## src/rtl/storage_req_bridge_if.sv

```systemverilog
// Bundles the core-side req/gnt/rvalid bus and the storage-controller access bus.
// The bridge connects through the slave modport; whoever drives the core and controller sides uses master.
interface storage_req_bridge_if #(
    parameter int MEM_W = 32
);
    // Core side
    logic               mem_req;
    logic               mem_gnt;
    logic               mem_we;
    logic [MEM_W/8-1:0] mem_be;
    logic [31:0]        mem_addr;
    logic [MEM_W-1:0]   mem_wdata;
    logic               mem_rvalid;
    logic [MEM_W-1:0]   mem_rdata;
    logic               mem_err;

    // Storage controller side
    logic               sc_memory_access;
    logic               sc_memory_is_writing;
    logic [31:0]        sc_addr;
    logic [MEM_W-1:0]   sc_d_in;
    logic [MEM_W/8-1:0] sc_mem_be;
    logic [MEM_W-1:0]   sc_d_out;
    logic               sc_out_valid;

    modport slave (
        input  mem_req, mem_we, mem_be, mem_addr, mem_wdata,
        output mem_gnt, mem_rvalid, mem_rdata, mem_err,
        output sc_memory_access, sc_memory_is_writing, sc_addr, sc_d_in, sc_mem_be,
        input  sc_d_out, sc_out_valid
    );

    modport master (
        output mem_req, mem_we, mem_be, mem_addr, mem_wdata,
        input  mem_gnt, mem_rvalid, mem_rdata, mem_err,
        input  sc_memory_access, sc_memory_is_writing, sc_addr, sc_d_in, sc_mem_be,
        output sc_d_out, sc_out_valid
    );
endinterface

```

## src/rtl/storage_req_bridge.sv

```systemverilog
// Converts the core's pipelined req/gnt/rvalid bus into the storage controller's level-held access protocol.
// Optional watchdog on controller accesses: define STORAGE_REQ_BRIDGE_TIMEOUT_EN.
module storage_req_bridge #(
    parameter int          MEM_W          = 32,
    parameter int          FIFO_DEPTH     = 2,
    parameter logic [31:0] SRAM_LIMIT     = 32'h0000_0FFF,
    parameter int          TIMEOUT_CYCLES = 1024
) (
    input  logic                clk,
    input  logic                rst,
    storage_req_bridge_if.slave bus,
    output logic [1:0]          dbg_state
);
    // Handshake: a request transfers on a cycle where mem_req && mem_gnt; mem_gnt
    // depends only on mem_req and queue occupancy. Each transferred request gets
    // exactly one mem_rvalid pulse, in transfer order; mem_rdata/mem_err are
    // meaningful only while mem_rvalid is high. On the controller side,
    // sc_memory_access stays high with stable fields until sc_out_valid is seen.

    localparam int BE_W  = MEM_W / 8;
    localparam int PTR_W = $clog2(FIFO_DEPTH);

    typedef struct packed {
        logic             we;
        logic [BE_W-1:0]  be;
        logic [31:0]      addr;
        logic [MEM_W-1:0] wdata;
    } req_t;

    typedef enum logic [1:0] {
        IDLE     = 2'd0,
        ISSUE    = 2'd1,
        GAP      = 2'd2,
        ERR_RESP = 2'd3
    } state_e;

    // Request queue
    req_t             fifo_mem_q [FIFO_DEPTH];
    req_t             fifo_mem_d [FIFO_DEPTH];
    logic [PTR_W-1:0] wr_ptr_q, wr_ptr_d;
    logic [PTR_W-1:0] rd_ptr_q, rd_ptr_d;
    logic [PTR_W:0]   count_q, count_d;
    logic             fifo_full;
    logic             fifo_empty;
    logic             push;
    logic             pop;
    req_t             push_entry;
    req_t             head;
    logic             head_illegal;

    // Control and response registers
    state_e           state_q, state_d;
    logic             access_q, access_d;
    logic             writing_q, writing_d;
    logic [31:0]      addr_q, addr_d;
    logic [MEM_W-1:0] d_in_q, d_in_d;
    logic [BE_W-1:0]  be_q, be_d;
    logic             rvalid_q, rvalid_d;
    logic [MEM_W-1:0] rdata_q, rdata_d;
    logic             err_q, err_d;

`ifdef STORAGE_REQ_BRIDGE_TIMEOUT_EN
    localparam int           TO_W    = $clog2(TIMEOUT_CYCLES) + 1;
    localparam logic [TO_W-1:0] TO_LAST = TO_W'(TIMEOUT_CYCLES - 1);
    logic [TO_W-1:0] to_cnt_q, to_cnt_d;
`endif

    assign fifo_full    = (count_q == (PTR_W + 1)'(FIFO_DEPTH));
    assign fifo_empty   = (count_q == '0);
    assign bus.mem_gnt  = bus.mem_req & ~fifo_full;
    assign push         = bus.mem_req & ~fifo_full;
    assign head         = fifo_mem_q[rd_ptr_q];

    // Misaligned, or a write into the read-only flash window
    assign head_illegal = (head.addr[1:0] != 2'b00) ||
                          (head.we && (head.addr >= SRAM_LIMIT));

    always_comb begin
        push_entry.we    = bus.mem_we;
        push_entry.be    = bus.mem_be;
        push_entry.addr  = bus.mem_addr;
        push_entry.wdata = bus.mem_wdata;
    end

    always_comb begin
        fifo_mem_d = fifo_mem_q;
        wr_ptr_d   = wr_ptr_q;
        rd_ptr_d   = rd_ptr_q;
        count_d    = count_q;
        if (push) begin
            fifo_mem_d[wr_ptr_q] = push_entry;
            wr_ptr_d             = wr_ptr_q + PTR_W'(1);
        end
        if (pop) begin
            rd_ptr_d = rd_ptr_q + PTR_W'(1);
        end
        case ({push, pop})
            2'b10:   count_d = count_q + (PTR_W + 1)'(1);
            2'b01:   count_d = count_q - (PTR_W + 1)'(1);
            default: count_d = count_q;
        endcase
    end

    always_comb begin
        state_d   = state_q;
        pop       = 1'b0;
        access_d  = access_q;
        writing_d = writing_q;
        addr_d    = addr_q;
        d_in_d    = d_in_q;
        be_d      = be_q;
        rvalid_d  = 1'b0;
        rdata_d   = '0;
        err_d     = 1'b0;
`ifdef STORAGE_REQ_BRIDGE_TIMEOUT_EN
        to_cnt_d  = '0;
`endif
        case (state_q)
            IDLE: begin
                if (!fifo_empty) begin
                    pop = 1'b1;
                    if (head_illegal) begin
                        state_d = ERR_RESP;
                    end else begin
                        access_d  = 1'b1;
                        writing_d = head.we;
                        addr_d    = head.addr;
                        d_in_d    = head.wdata;
                        be_d      = head.be;
                        state_d   = ISSUE;
                    end
                end
            end
            ISSUE: begin
                if (bus.sc_out_valid) begin
                    rvalid_d  = 1'b1;
                    rdata_d   = writing_q ? '0 : bus.sc_d_out;
                    access_d  = 1'b0;
                    writing_d = 1'b0;
                    addr_d    = '0;
                    d_in_d    = '0;
                    be_d      = '0;
                    state_d   = GAP;
                end
`ifdef STORAGE_REQ_BRIDGE_TIMEOUT_EN
                else if (to_cnt_q == TO_LAST) begin
                    rvalid_d  = 1'b1;
                    err_d     = 1'b1;
                    rdata_d   = MEM_W'(32'hDEAD_BEEF);
                    access_d  = 1'b0;
                    writing_d = 1'b0;
                    addr_d    = '0;
                    d_in_d    = '0;
                    be_d      = '0;
                    state_d   = GAP;
                end else begin
                    to_cnt_d = to_cnt_q + TO_W'(1);
                end
`else
                // Without the watchdog the controller is waited on indefinitely.
`endif
            end
            // One cycle with access low lets the controller fall back to its default state
            GAP: begin
                state_d = IDLE;
            end
            ERR_RESP: begin
                rvalid_d = 1'b1;
                err_d    = 1'b1;
                state_d  = IDLE;
            end
            default: begin
                state_d = IDLE;
            end
        endcase
    end

    always_ff @(posedge clk) begin
        fifo_mem_q <= fifo_mem_d;
    end

    always_ff @(posedge clk) begin
        if (rst) begin
            wr_ptr_q  <= '0;
            rd_ptr_q  <= '0;
            count_q   <= '0;
            state_q   <= IDLE;
            access_q  <= 1'b0;
            writing_q <= 1'b0;
            addr_q    <= '0;
            d_in_q    <= '0;
            be_q      <= '0;
            rvalid_q  <= 1'b0;
            rdata_q   <= '0;
            err_q     <= 1'b0;
        end else begin
            wr_ptr_q  <= wr_ptr_d;
            rd_ptr_q  <= rd_ptr_d;
            count_q   <= count_d;
            state_q   <= state_d;
            access_q  <= access_d;
            writing_q <= writing_d;
            addr_q    <= addr_d;
            d_in_q    <= d_in_d;
            be_q      <= be_d;
            rvalid_q  <= rvalid_d;
            rdata_q   <= rdata_d;
            err_q     <= err_d;
        end
    end

`ifdef STORAGE_REQ_BRIDGE_TIMEOUT_EN
    always_ff @(posedge clk) begin
        if (rst) begin
            to_cnt_q <= '0;
        end else begin
            to_cnt_q <= to_cnt_d;
        end
    end
`endif

    assign bus.sc_memory_access     = access_q;
    assign bus.sc_memory_is_writing = writing_q;
    assign bus.sc_addr              = addr_q;
    assign bus.sc_d_in              = d_in_q;
    assign bus.sc_mem_be            = be_q;
    assign bus.mem_rvalid           = rvalid_q;
    assign bus.mem_rdata            = rdata_q;
    assign bus.mem_err              = err_q;
    assign dbg_state                = state_q;
endmodule

```

## src/flat_wrapper.sv

```systemverilog
// flat-port wrapper written by rule: the top's interface ports become plain ports
module storage_req_bridge_flat 
#(
    parameter int          MEM_W          = 32,
    parameter int          FIFO_DEPTH     = 2,
    parameter logic [31:0] SRAM_LIMIT     = 32'h0000_0FFF,
    parameter int          TIMEOUT_CYCLES = 1024
)
  (clk, rst, dbg_state, bus_mem_req, bus_mem_we, bus_mem_be, bus_mem_addr, bus_mem_wdata, bus_mem_gnt, bus_mem_rvalid, bus_mem_rdata, bus_mem_err, bus_sc_memory_access, bus_sc_memory_is_writing, bus_sc_addr, bus_sc_d_in, bus_sc_mem_be, bus_sc_d_out, bus_sc_out_valid);
  storage_req_bridge_if #(.MEM_W(MEM_W)) bus_i ();
  input  logic clk;
  input  logic rst;
  output logic [1:0] dbg_state;
  input wire logic [$bits(bus_i.mem_req)-1:0] bus_mem_req;
  input wire logic [$bits(bus_i.mem_we)-1:0] bus_mem_we;
  input wire logic [$bits(bus_i.mem_be)-1:0] bus_mem_be;
  input wire logic [$bits(bus_i.mem_addr)-1:0] bus_mem_addr;
  input wire logic [$bits(bus_i.mem_wdata)-1:0] bus_mem_wdata;
  output wire logic [$bits(bus_i.mem_gnt)-1:0] bus_mem_gnt;
  output wire logic [$bits(bus_i.mem_rvalid)-1:0] bus_mem_rvalid;
  output wire logic [$bits(bus_i.mem_rdata)-1:0] bus_mem_rdata;
  output wire logic [$bits(bus_i.mem_err)-1:0] bus_mem_err;
  output wire logic [$bits(bus_i.sc_memory_access)-1:0] bus_sc_memory_access;
  output wire logic [$bits(bus_i.sc_memory_is_writing)-1:0] bus_sc_memory_is_writing;
  output wire logic [$bits(bus_i.sc_addr)-1:0] bus_sc_addr;
  output wire logic [$bits(bus_i.sc_d_in)-1:0] bus_sc_d_in;
  output wire logic [$bits(bus_i.sc_mem_be)-1:0] bus_sc_mem_be;
  input wire logic [$bits(bus_i.sc_d_out)-1:0] bus_sc_d_out;
  input wire logic [$bits(bus_i.sc_out_valid)-1:0] bus_sc_out_valid;
  assign bus_i.mem_req = bus_mem_req;
  assign bus_i.mem_we = bus_mem_we;
  assign bus_i.mem_be = bus_mem_be;
  assign bus_i.mem_addr = bus_mem_addr;
  assign bus_i.mem_wdata = bus_mem_wdata;
  assign bus_mem_gnt = bus_i.mem_gnt;
  assign bus_mem_rvalid = bus_i.mem_rvalid;
  assign bus_mem_rdata = bus_i.mem_rdata;
  assign bus_mem_err = bus_i.mem_err;
  assign bus_sc_memory_access = bus_i.sc_memory_access;
  assign bus_sc_memory_is_writing = bus_i.sc_memory_is_writing;
  assign bus_sc_addr = bus_i.sc_addr;
  assign bus_sc_d_in = bus_i.sc_d_in;
  assign bus_sc_mem_be = bus_i.sc_mem_be;
  assign bus_i.sc_d_out = bus_sc_d_out;
  assign bus_i.sc_out_valid = bus_sc_out_valid;
  storage_req_bridge #(.MEM_W(MEM_W), .FIFO_DEPTH(FIFO_DEPTH), .SRAM_LIMIT(SRAM_LIMIT), .TIMEOUT_CYCLES(TIMEOUT_CYCLES)) u_core (.clk(clk), .rst(rst), .bus(bus_i), .dbg_state(dbg_state));
endmodule
```

## config.mk

```make
export PLATFORM = sky130hd
export DESIGN_NAME = storage_req_bridge_flat
export DESIGN_NICKNAME = d
export VERILOG_FILES = /design/src/rtl/storage_req_bridge_if.sv /design/src/rtl/storage_req_bridge.sv /design/src/flat_wrapper.sv
export SDC_FILE = /design/constraint.sdc
export NUM_CORES = 1
export LEC_CHECK = 0
export CAP_MARGIN = 20
export CORE_MARGIN = 4
export CORE_UTILIZATION = 52
export CTS_BUF_LIST = sky130_fd_sc_hd__clkbuf_8
export DETAILED_ROUTE_END_ITERATION = 12
export PLACE_DENSITY = 0.83
export SKIP_LAST_GASP = 1
export SYNTH_ARGS = -nofsm -noshare
export SYNTH_HDL_FRONTEND = slang
export SYNTH_SLANG_ARGS = --single-unit
```

## constraint.sdc

```tcl
create_clock -name clk -period 5 [get_ports clk]
set_clock_uncertainty 0.15 [all_clocks]
set_input_delay 1 -clock clk [delete_from_list [all_inputs] [get_ports clk]]
set_output_delay 1 -clock clk [all_outputs]
set_load 0.01 [all_outputs]
```

After elaboration in Yosys (flattened, before gate mapping)

Cells that the tools add are included.
Widths: inputs -> output; s select.

Register bits after elaboration: 248

Eq/ne operators: 9
Add/subtract/negate cells: 4
Multiplexer cells: 34
Bitwise gates (word level): 6
Order comparisons: 4
Reductions and logical operators: 12

Operator list:

| cell                 | count |
|---|---|
| $mux 69              | 4 |
| $mux 32              | 5 |
| $bwmux 138           | 1 |
| $pmux 32 s2          | 2 |
| $demux 69 s1         | 1 |
| $ge 32x12->1 const B | 1 |
| $mux 4               | 3 |
| $mux 1               | 9 |
| $eq 2x2->1 const B   | 4 |
| $pmux 4 s2           | 1 |
| $mux 2               | 3 |
| $ne 2x2->1 const B   | 3 |
| $pmux 1 s2           | 3 |
| $pmux 2 s3           | 1 |
| $reduce_bool 2->1    | 3 |
| $eq 2x1->1 const B   | 2 |
| $ge 2x2->1 const B   | 2 |
| $logic_not 2->1      | 2 |
| $not 1->2            | 2 |
| $pmux 2 s2           | 1 |
| $reduce_and 4->1     | 1 |
| $reduce_or 4->1      | 1 |
| $not 1->1            | 3 |
| $add 1x1->1 const B  | 2 |
| other kinds (8)      | 9 |

Depth between registers and ports, before layout

Depth after elaboration: 10
Depth in mapped cells: 9

Worst setup path before layout

Ideal clock, no wire load.

Path kind: input -> register
From: in bus_mem_req
To: reg u_core.fifo_mem_q[0] (netlist bit), enable pin
Arrival: 4.035 ns
Setup time: 0.497 ns
Data required time: 4.353 ns
Setup slack: 0.318 ns
Stages on the path: 2
Path buffers: 0
Path through: o21ai_1 nor2_1

Longest elaborated chain between the ends: 1

Ends and longest elaborated chain:

| item                 | line                      | RTL |
|---|---|---|
| from (decl)          | flat_wrapper.sv:14        | `input wire logic [$bits(bus_i.mem_req)-1:0] bus_mem_req;` |
| $and 1x1->1          | storage_req_bridge.sv:71  | `assign push = bus.mem_req & ~fifo_full;` |
| to (signal assigned) | storage_req_bridge.sv:179 | `fifo_mem_q <= fifo_mem_d;` |
| to (decl)            | storage_req_bridge.sv:38  | `req_t fifo_mem_q [FIFO_DEPTH];` |

Every way passes these cells.
A chain may end at the register's enable or synchronous reset.

Final worst setup path

From: reg u_core.rd_ptr_q
To: reg u_core.d_in_q[7], in the netlist u_core.bus.sc_d_in[7]

Longest elaborated chain between the ends: 9

Ends and longest elaborated chain:

| item                                           | line                      | RTL |
|---|---|---|
| from (decl)                                    | storage_req_bridge.sv:41  | `logic [PTR_W-1:0] rd_ptr_q, rd_ptr_d;` |
| from (signal assigned)                         | storage_req_bridge.sv:198 | `rd_ptr_q <= rd_ptr_d;` |
| $not 1->2 (not written as such) (*)            | storage_req_bridge.sv:72  | `assign head = fifo_mem_q[rd_ptr_q];` |
| $mux 69 (not written as such) (*) (3 in a row) | storage_req_bridge.sv:72  |  |
| $ge 32x12->1                                   | storage_req_bridge.sv:76  | `(head.we && (head.addr >= SRAM_LIMIT));` |
| $logic_and 1x1->1                              | storage_req_bridge.sv:76  |  |
| $logic_or 1x1->1                               | storage_req_bridge.sv:75  | `assign head_illegal = (head.addr[1:0] != 2'b00) \|\|` |
| $ne 2x2->1 (no line)                           | -                         |  |
| $reduce_and 4->1 (no line)                     | -                         |  |
| to (signal assigned)                           | storage_req_bridge.sv:204 | `d_in_q <= d_in_d;` |
| to (decl)                                      | storage_req_bridge.sv:56  | `logic [MEM_W-1:0] d_in_q, d_in_d;` |

Mark *: on every way between the ends. The rest lies on a longest branch, timed or not. The select of a mux whose other input is x is not followed.

==> reports/results.txt <==
The via count of the first global-routing pass came out at 6,265. The run gives 41 as the number of clock buffers inserted by TritonCTS. By area the synthesized netlist is led by sky130_fd_sc_hd__edfxtp_1, sky130_fd_sc_hd__dfxtp_1, sky130_fd_sc_hd__mux2_2. The flow ran to the end, and the final reports show no timing, DRC or antenna violations. The run gives 1,147 as the number of filler cells placed in the layout. After detailed routing, the number of remaining DRC violations is 0.

For the combinational share of power, the log shows 0.210. The clock tree root buffer cell was sky130_fd_sc_hd__clkbuf_8. The final routed wire length divided by cell count came out at 18.97 microns.

212 I/O pins were placed. In this run the mean area of a mapped cell was 14.76 sq um. The area of the die was 19,600 sq um. The most common cell in the synthesized netlist is sky130_fd_sc_hd__edfxtp_1. From synthesis to final layout, the design area changed by 34.34%. For the H-tree level count, the log shows 2. The tools report the internal portion of total power as 0.004109 W. The remaining max-slew budget at the tightest pin was 0.3048. The first TritonRoute pass finished after 5 iterations. Counting along the longest clock path gives a buffer depth of 3. The fraction of power consumed by sequential logic is 0.476, and the total power per unit cell area is 464.8 nW/um^2. The post-synthesis share of cell area spent on and, or, nand and nor gates was 0.1125; the vertical extent of the die was 140.0 microns.

The worst setup path is captured at a register. Entering global routing, the biggest net connects 76 pins. The fraction of the yosys area taken by sequential cells is 0.7003. Timing-limited maximum frequency: 0.2717 GHz. The xor-xnor portion of the synthesized cell area is 0.003866, and the post-CTS resize count is 0. In this run, post-CTS hold repair placed 0 buffers. The number of cell rows was 48; the critical path data required time was 5260 ps. The Yosys step of the flow raised 0 warnings. For this block, the initial DRC count from the detailed router was 314.

After layout, the minimum clock period comes to 3681 ps. For the utilization after layout, the log shows 0.7088. The worst setup path is launched from a register. The post-synthesis mux area share came out at 0.08988. The fraction of final layout cells with drive strength greater than 1 works out to 0.1659. The type of the worst setup path is register to register. For the number of endpoints with negative hold slack in the final report, the log shows 0. The count of final max-slew check failures is 0. The number of I/O port buffers works out to 211. After floorplanning, the core was sized to cover 17,180 sq um. The run gives 3940 ps as the critical path arrival.

For the clock latency on the worst-skew pair, the log shows 530 ps. Synthesis instantiated 39 different standard cells from the library. The cell taking the most area after synthesis is sky130_fd_sc_hd__edfxtp_1. The starting density of the core is 0.5276. After synthesis, the largest family of logic cells by area is simple AND/OR/NAND/NOR gates.

The count of nets left with antenna violations once routing finished came out at 0. Synthesis produced a netlist with a net count of 720. The analysis attributes to net switching a power of 0.001549 W. Synthesis produced a netlist whose cell count is 614. The clock net in this run drives a total of 248 sinks. The global router's overall resource usage was 0.2062. The synthesized-area fraction occupied by ao, oa, aoi and oai cells is 0.06586, and the finished layout cell area is 12,170 sq um. TritonCTS built the clock tree. The worst hold path belongs to the class register to register. The net total in the final layout was 936. After clock tree synthesis, the setup repair step added 0 buffers. The total wire length is 20,640 microns, and the final HPWL from detailed placement is 13,110 microns.

The number of flops mapped to enable cells by yosys is 138. Measured along the x axis, the die boundary spans 140.0 microns. In this run the cell area measured after placement is 11,320 sq um.

The number of flip-flops and latches in the synthesized netlist is 248, and the synthesized-area fraction occupied by adder cells is 0.001381. The most used flip-flop cell after synthesis is sky130_fd_sc_hd__edfxtp_1. The share of the synthesized area in the top cell type is 0.4573. The slew of the pin with the lowest slew margin is 1040 ps. The share of synthesized registers carrying an async set or reset came out at 0. The portion of the clock cycle consumed by the worst path in the final layout was 0.7361. In the routed layout, each cell is associated on average with a via count of 5.364. For this design the static power due to leakage is 4.203 nW. The tools report the setup TNS as 0 ps. For the leftover overflow at the end of global routing, the log shows 0.

The synthesized netlist occupies a cell area of 9062 sq um. Sorting the synthesized cells by how often they occur yields sky130_fd_sc_hd__edfxtp_1, sky130_fd_sc_hd__dfxtp_1, sky130_fd_sc_hd__mux2_2. The total power draw is 0.005658 W, and the count of endpoints failing setup in the final report is 0.

Setup repair after global routing left no endpoint under its margin. The final route contains 5,836 vias. The number of antenna violations at the first check in global routing came out at 4. After clock tree synthesis, the clock-pin slew on the worst setup and hold paths is 60 ps. The number of max-cap violations was 0. The share of total power consumed by net switching was 0.2737; the final RePlAce weighted congestion was 0.7699. The relative contribution of the clock network to total power is 0.314, and the maximum VDD drop is 332.4 uV.

The largest driver fanout on the critical path is 74, and the first-pass GRT wire length is 32,490 microns.
[cells in the final DEF (no fill, tap or decap), types with 6 or more instances in the layout]
cell type / instances
sky130_fd_sc_hd__o21ai_0: 23
sky130_fd_sc_hd__clkbuf_8: 53
sky130_fd_sc_hd__inv_1: 21
sky130_fd_sc_hd__nand2b_1: 28
sky130_fd_sc_hd__clkdlybuf4s50_1: 210
sky130_fd_sc_hd__and2_1: 32
sky130_fd_sc_hd__a32o_1: 40
sky130_fd_sc_hd__mux2i_1: 6
sky130_fd_sc_hd__mux2_2: 67
sky130_fd_sc_hd__buf_4: 6
sky130_fd_sc_hd__edfxtp_1: 138
sky130_fd_sc_hd__nand3_1: 21
sky130_fd_sc_hd__nor2_1: 11
sky130_fd_sc_hd__nor4_1: 6
sky130_fd_sc_hd__nor3b_1: 42
sky130_fd_sc_hd__nand2_1: 8
sky130_fd_sc_hd__dfxtp_1: 109
[sequential cells by signal, indices dropped and copies added, names as in the netlist]
register	flops
u_core.bus.mem_rvalid	1
u_core.dbg_state	2
u_core.rd_ptr_q	1
u_core.count_q	2
u_core.bus.mem_rdata	32
u_core.fifo_mem_q	138
u_core.bus.sc_memory_is_writing	1
u_core.bus.mem_err	1
u_core.bus.sc_addr	32
u_core.bus.sc_memory_access	1
u_core.bus.sc_mem_be	4
u_core.wr_ptr_q	1
u_core.bus.sc_d_in	32
[final timing paths]
check,to,start,slack [ps],cells past startpoint
hold reg to reg,u_core.bus.sc_d_in[19]$_SDFFE_PP0P_,u_core.bus.sc_d_in[19]$_SDFFE_PP0P_,330,2
hold / removal,u_core.bus.sc_d_in[19]$_SDFFE_PP0P_,u_core.bus.sc_d_in[19]$_SDFFE_PP0P_,330,2
setup / recovery,u_core.bus.sc_d_in[7]$_SDFFE_PP0P_,u_core.rd_ptr_q$_SDFFE_PP0P_,1320,5
setup reg to reg,u_core.bus.sc_d_in[7]$_SDFFE_PP0P_,u_core.rd_ptr_q$_SDFFE_PP0P_,1320,5
[per-layer routing]
metal / track usage / wire length (microns) / vias to the layer above
met5: 0 / 34 / -
met4: 0.07802 / 555 / 6
li1: - / - / 2743
met3: 0.05463 / 1465 / 47
met1: 0.2499 / 8002 / 2828
met2: 0.3545 / 10580 / 212
[stage by stage]
step / cells / hold slack (ps) / worst slack (ps)
final: 1088 / 327.9 / 1320
after global routing: 1088 / 345.9 / 1106
after CTS: 1087 / 330.0 / 1274
after detailed placement: 1012 / 313.0 / 1259
after global placement: 1012 / 312.1 / 1341
after floorplan: 614 / 330.7 / 318.4
[cell families after synthesis]
| family | after synthesis |
|---|---|
| flops | 248 |
| simple gates | 165 |
| compound gates | 74 |
| mux | 73 |
| buf+inv | 49 |
| xor+xnor | 4 |
| fa+ha+maj | 1 |
[area by class of cell]
type	count	area, sq um	share of cell area
diodes	1	2.502	0.0002055
clock buffers	53	729.5	0.05992
clock inverters	22	123.9	0.01017
inverters	5	18.77	0.001542
multi-input cells	317	2516	0.2067
flip-flops and latches	248	6350	0.5216
well taps	225	281.5	0.02312
repair buffers	217	2152	0.1768
[power groups by stage]
stage / combinational, W / sequential, W / clock, W
after global placement: 0.00116 / 0.00272 / 0
after CTS: 0.00120 / 0.00270 / 0.00181
final: 0.00119 / 0.00269 / 0.00178
after floorplan: 0.000691 / 0.00271 / 0
after detailed placement: 0.00119 / 0.00273 / 0
after global routing: 0.00128 / 0.00273 / 0.00192
[worst max-delay path, stage by stage, from the launching register on]
cell and delay, ps:
sky130_fd_sc_hd__dfxtp_4 1010, sky130_fd_sc_hd__nor3_1 170, sky130_fd_sc_hd__o221ai_1 340, sky130_fd_sc_hd__a221o_2 780, sky130_fd_sc_hd__nand2b_4 590, sky130_fd_sc_hd__a32o_1 450
Power figures use the tool's default switching activity.
